File: config.mk
export PLATFORM = sky130hd
export DESIGN_NAME = serial_subtractor
export DESIGN_NICKNAME = d
export VERILOG_FILES = /design/src/rtl/serial_subtractor.sv
export SDC_FILE = /design/constraint.sdc
export NUM_CORES = 1
export LEC_CHECK = 0
export ABC_AREA = 0
export CAP_MARGIN = 10
export CORE_MARGIN = 4
export CORE_UTILIZATION = 25
export CTS_CLUSTER_SIZE = 12
export DETAILED_ROUTE_END_ITERATION = 12
export PLACE_DENSITY = 0.58
export SYNTH_ARGS = -nofsm -noshare
export SYNTH_HDL_FRONTEND = slang
export SYNTH_SLANG_ARGS = --single-unit
File: constraint.sdc
create_clock -name clk_i -period 1.3 [get_ports clk_i]
set_input_delay 0.13 -clock clk_i [delete_from_list [all_inputs] [get_ports clk_i]]
set_output_delay 0.13 -clock clk_i [all_outputs]
set_load 0.01 [all_outputs]
File: src/rtl/serial_subtractor.sv
// Bit-serial two's-complement subtractor: A - B one bit per clock, LSB first.
// WIDTH+1 edges from operand accept to result valid; result held until out_ready_i.
module serial_subtractor #(
  parameter int WIDTH = 8
) (
  input  logic             clk_i,
  input  logic             rst_n_i,
  input  logic             in_valid_i,
  output logic             in_ready_o,
  input  logic [WIDTH-1:0] a_i,
  input  logic [WIDTH-1:0] b_i,
  output logic             out_valid_o,
  input  logic             out_ready_i,
  output logic [WIDTH-1:0] diff_o,
  output logic             borrow_o,
  output logic             busy_o
);

  localparam int CW = (WIDTH > 1) ? $clog2(WIDTH) : 1;

  typedef enum logic [1:0] {IDLE, RUN, DONE} state_t;

  state_t           state_q, state_d;
  logic [WIDTH-1:0] sa_q, sa_d;
  logic [WIDTH-1:0] sb_q, sb_d;
  logic [WIDTH-1:0] res_q, res_d;
  logic [WIDTH-1:0] diff_q, diff_d;
  logic [CW-1:0]    cnt_q, cnt_d;
  logic             br_q, br_d;
  logic             borrow_q, borrow_d;

  logic             d_bit;
  logic             br_next;
  logic [WIDTH-1:0] res_shift;

  // Full-subtractor cell on the current LSBs plus the running borrow.
  assign d_bit     = sa_q[0] ^ sb_q[0] ^ br_q;
  assign br_next   = (~sa_q[0] & sb_q[0]) | (~(sa_q[0] ^ sb_q[0]) & br_q);
  assign res_shift = (res_q >> 1) | (WIDTH'(d_bit) << (WIDTH - 1));

  always_comb begin
    state_d  = state_q;
    sa_d     = sa_q;
    sb_d     = sb_q;
    res_d    = res_q;
    diff_d   = diff_q;
    cnt_d    = cnt_q;
    br_d     = br_q;
    borrow_d = borrow_q;
    case (state_q)
      IDLE: begin
        if (in_valid_i) begin
          sa_d    = a_i;
          sb_d    = b_i;
          br_d    = 1'b0;
          cnt_d   = '0;
          state_d = RUN;
        end
      end
      RUN: begin
        sa_d  = sa_q >> 1;
        sb_d  = sb_q >> 1;
        br_d  = br_next;
        res_d = res_shift;
        cnt_d = cnt_q + CW'(1);
        if (cnt_q == CW'(WIDTH - 1)) begin
          diff_d   = res_shift;
          borrow_d = br_next;
          state_d  = DONE;
        end
      end
      DONE: begin
        if (out_ready_i) state_d = IDLE;
      end
      default: state_d = IDLE;
    endcase
  end

  always_ff @(posedge clk_i) begin
    if (!rst_n_i) begin
      state_q  <= IDLE;
      sa_q     <= '0;
      sb_q     <= '0;
      res_q    <= '0;
      diff_q   <= '0;
      cnt_q    <= '0;
      br_q     <= 1'b0;
      borrow_q <= 1'b0;
    end else begin
      state_q  <= state_d;
      sa_q     <= sa_d;
      sb_q     <= sb_d;
      res_q    <= res_d;
      diff_q   <= diff_d;
      cnt_q    <= cnt_d;
      br_q     <= br_d;
      borrow_q <= borrow_d;
    end
  end

  assign in_ready_o  = (state_q == IDLE);
  assign busy_o      = (state_q == RUN);
  assign out_valid_o = (state_q == DONE);
  assign diff_o      = diff_q;
  assign borrow_o    = borrow_q;

endmodule

# Word-level counts from Yosys, hierarchy flattened
# Index checks and enable logic that the tools add are counted.
[totals]
register_bits = 39
latch_bits = 0
mem_bits_rw = 0
rom_bits = 0
mem_count = 0
[classes]
addsub = 1
n_mul = 0
div_mod_pow = 0
order_cmp = 0
eq_ne = 6
shift = 0
mux = 12
bitwise_logic = 8
n_reduce_logical = 5
[op_table]
columns = ["op", "n"]
rows = [
  ["8-bit one-hot mux with 2 select lines", 2],
  ["8-bit two-way mux", 2],
  ["7-bit by 8-bit bitwise OR with 8-bit output", 1],
  ["2-bit two-way mux", 3],
  ["2-bit one-hot mux with 3 select lines", 1],
  ["3-bit one-hot mux with 2 select lines", 1],
  ["2-bit by 1-bit != test with 1-bit output (second input constant)", 2],
  ["2-bit AND reduction", 2],
  ["3-bit by 1-bit adder with 3-bit output (second input constant)", 1],
  ["3-bit == test (second input constant)", 1],
  ["3-bit two-way mux", 1],
  ["3-bit AND reduction", 1],
  ["1-bit bitwise AND", 2],
  ["2-bit by 1-bit == test with 1-bit output (second input constant)", 1],
  ["2-bit == test (second input constant)", 1],
  ["2-bit logical NOT", 1],
  ["2-bit != test (second input constant)", 1],
  ["1-bit inverter", 2],
  ["1-bit one-hot mux with 2 select lines", 1],
  ["2-bit nonzero test", 1],
  ["1-bit bitwise XOR", 2],
  ["1-bit two-way mux", 1],
  ["1-bit bitwise OR", 1],
]

# Depth between registers and ports, before layout
[logic_depth]
depth_word = 5
ltp_mapped = 6
ltp_nobuf = 5

# Worst setup path before layout
# OpenSTA, ideal clock, no wires.
[synth_path]
path_kind = "flip-flop to flip-flop"
startpoint = "register state_q[0]"
endpoint = "register sa_q[0]"
setup_time_ps = 119
t_arrival_ps = 1216
required_time_ps = 1181
path_slack_ps = -35
path_stages_with_launch = 7
path_buffers = 3
synth_period_minus_slack_ps = 1335
path_cell_list = "dfxtp_1 buf_6 or3b_1 buf_2 buf_6 o221ai_1 nor2_1"
[synth_via]
elab_chain_len = 3
elab_cells_between_ends = 6
cone_classes = "eq/ne: 2; mux: 1; reduce/logical: 3"
[synth_lines]
columns = ["element", "line_no", "text"]
rows = [
  ["start: declaration", "23", "state_t state_q, state_d;"],
  ["start signal: assignment", "90", "state_q <= state_d;"],
  ["2-bit by 1-bit == test with 1-bit output / 2-bit logical NOT (equally long branches)", "50", "case (state_q)"],
  ["2-bit nonzero test (no line) / 2-bit != test (equally long branches)", "-", ""],
  ["2-bit AND reduction (no line)", "-", ""],
  ["end signal: assignment", "82", "sa_q <= '0;"],
  ["end signal: assignment", "91", "sa_q <= sa_d;"],
  ["end: declaration", "24", "logic [WIDTH-1:0] sa_q, sa_d;"],
]
# Several ways; a longest one is shown, not always the timed one.
# A chain may end at the register's enable or synchronous reset.

# Final worst setup path
[layout_path]
startpoint = "register state_q[1]"
endpoint = "register sb_q[0]"
[layout_via]
elab_chain_len = 3
elab_cells_between_ends = 6
cone_classes = "eq/ne: 2; mux: 1; reduce/logical: 3"
[layout_lines]
columns = ["element", "line_no", "text"]
rows = [
  ["2-bit by 1-bit == test with 1-bit output / 2-bit logical NOT (equally long branches)", "50", ""],
  ["2-bit nonzero test (no line) / 2-bit != test (equally long branches)", "-", ""],
  ["2-bit AND reduction (no line)", "-", ""],
  ["end signal: assignment", "83", "sb_q <= '0;"],
  ["end signal: assignment", "92", "sb_q <= sb_d;"],
  ["end: declaration", "25", "logic [WIDTH-1:0] sb_q, sb_d;"],
]
# Several ways; a longest one is shown, not always the timed one.

==> impl_metrics.tcl <==
set metrics [dict create \
    clock.fmax_ghz 0.7817 \
    rrSetupSlack_ns 0.02 \
    finalCriticalPeriod_ns 1.279 \
    ys_top_cells_by_area "dfxtp_1 (50%), nand2_1 (8.1%), o221ai_1 (8.0%)" \
    synth_top_area_share_pct 49.92 \
    ys_types 26 \
    tritoncts "done" \
    final_hold_viol_count 0 \
    fin_crit_sh_pct 98.41 \
    clk_latency_ns 0.29 \
    skew_ns 0.006966 \
    finalWirelength_mm 3.436 \
    crit_type "flop to flop" \
    grt_pass1_wl_mm 5.678 \
    critPathMaxFanout 8 \
    maxSlewHeadroom_pct 78.95 \
    gp_congestion 0.6867 \
    synth_nets 193 \
    root_buffer "clkbuf_8" \
    grt_pass1_vias 1252 \
    cp-start-kind "flop" \
    drc_errors 0 \
    fin_area_um2 2232 \
    syn_area_um2 1524 \
    synth.avg_cell_area_um2 8.964 \
    num_vias 1283 \
    status "finished clean" \
    wl_per_cell_um 11.97 \
    reg2reg_to "sb_q[0]" \
    diodes 0 \
    min_path_cells 2 \
    placed_cell_area_um2 2024 \
    hp-start "diff_o[3]" \
    cts.sinks 38 \
    dp.final_hpwl_mm 2.196 \
    viasPerCell 4.470 \
    area_growth_syn_to_layout_pct 46.47 \
    yosysTopAreaCell "dfxtp_1" \
    yosysWarnings 0 \
    antenna_found_initial 0 \
    globalRouteTotalUtil_pct 9.711 \
    r2r_cells 4 \
    slew_violations 0 \
    fin_hold_ws_ns 0.4542 \
    first_iter_violations 17 \
    numCtsBuffers 5 \
    p_total_mw 2.427 \
    dr.pass1.iters 4 \
    nets 234 \
    row_count 28 \
    synth_seq_area_share_pct 49.92 \
    final_common_cell "dfxtp_1" \
    die_h_um 86.08 \
    most-common-layout-cells "dfxtp_1 (34), nand2_1 (33), nor2_1 (27), clkdlybuf4s50_1 (19)" \
    postCtsHoldBufs 0 \
    worstMarginPinSlew_ns 0.3158 \
    critPathRequiredTime_ns 1.48 \
    vdd_drop_max_uv 533.3 \
    io_buffers 31 \
    hp-class "flop to flop" \
    crit_path_end_kind "flop" \
    drive_above_1_share_pct 22.64 \
    reg2reg_from "state_q[1]" \
    p_leak_nw 0.9482 \
    start_util_pct 25.74 \
    die_x_um 86.08 \
    clockBufferDepth 2 \
    grt.overflow.total 0 \
    clk_pin_slew_worst_paths_ns 0.08 \
    drtAntennaViolNets 0 \
    maxCapViolCount 0 \
    die_area_um2 7409 \
    io_pins 32 \
    worst_hold_path.endpoint "diff_o[3]" \
    setup_viol 0 \
    grt_start_max_net_pins 39 \
    arrival_ns 1.46 \
    htreeDepth 2 \
    p_per_area_nw_per_um2 1087 \
    ys_seq_elements 38 \
    core_um2 5921 \
    syn-instance-count 170 \
]
## power by group
| group | switching (mW) | internal [mW] |
|---|---|---|
| combinational | 0.143 | 0.181 |
| clock | 0.424 | 0.426 |
| sequential | 0.0368 | 1.22 |
| total | 0.604 | 1.82 |
## kinds of logic (layout without fill, tap and decap cells)
family / Yosys count / count (layout) / synth area share (%)
AO/OA/AOI/OAI: 40 / 40 / 21.10
adder cells (fa/ha/maj): 3 / 3 / 2.955
buffers and inverters: 16 / 57 / 5.419
flip-flops: 38 / 38 / 49.92
AND/OR/NAND/NOR: 73 / 74 / 20.61
## sequential cells by signal, summed over array words and instances, names as in the netlist
signal / count
res_q: 7
cnt_q: 3
sb_q: 8
sa_q: 8
borrow_o: 1
state_q: 2
diff_o: 8
br_q: 1
## how the worst max path moves through the flow
stage | start | slack, ns | to
finish | state_q[1] | 0.02 | sb_q[0]
global route | cnt_q[0] | -0.003 | borrow_o
CTS | diff_o[0] | 0.0007 | diff_o[0]
detailed placement | in_valid_i | -0.24 | sb_q[0]
global placement | in_valid_i | -0.21 | sb_q[1]
floorplan | state_q[0] | -0.03 | sa_q[0]
## synth_stat cells
library cell,n
o21ba_2,1
buf_6,2
inv_1,3
and2_1,1
nor2_1,27
buf_2,6
nand2_1,33
nand3b_1,1
fa_1,1
nor2b_1,6
a21oi_1,1
o211a_1,2
ha_1,2
nor3b_1,1
a21boi_0,15
o21a_1,1
o22ai_1,1
and3_1,1
nand2b_1,1
o221ai_1,14
o21bai_1,1
a22oi_1,4
clkbuf_1,5
and3b_1,1
dfxtp_1,38
or3b_1,1
## cell type report
type / instances / area, um^2
fill: 619 / 3689
multi-input combinational: 117 / 790.8
sequential: 38 / 770.7
timing repair buffer: 46 / 470.5
tap: 75 / 93.84
clock buffer: 6 / 82.58
clock inverter: 2 / 12.51
inverter: 3 / 11.26
## metal layers
metal  GRT usage, %  wire, um  share of wire, %
met5              0         0                 0
met3          2.882       173               5.0
met1          11.53      1602                47
met4          4.317        57               1.7
met2          16.12      1603                47
## stage by stage
stage	setup TNS, ns	cells	util [%]	worst slack [ns]
6_report	0	287	37.70	0.02066
5_1_grt	-0.005190	287	37.70	-0.003385
4_1_cts	0	285	36.16	0.0007282
3_5_place_dp	-3.852	275	34.19	-0.2369
3_3_place_gp	-3.022	275	34.19	-0.2073
2_1_floorplan	-0.2554	170	-	-0.02554
## critical path, stage by stage, from the launching register on
cell and delay (ns):
dfxtp_4 0.37, or3b_4 0.43, buf_12 0.16, o221ai_1 0.16, a21oi_1 0.06
## repair_timing
| item | in CTS | in global routing |
|---|---|---|
| setup buffers | 1 | 1 |
| endpoints found under the setup margin | 21 | 22 |
| resized for setup | 14 | 24 |
| pin swaps | 1 | 3 |
| gates cloned | 1 | 1 |
(Power assumes the default switching activity.)
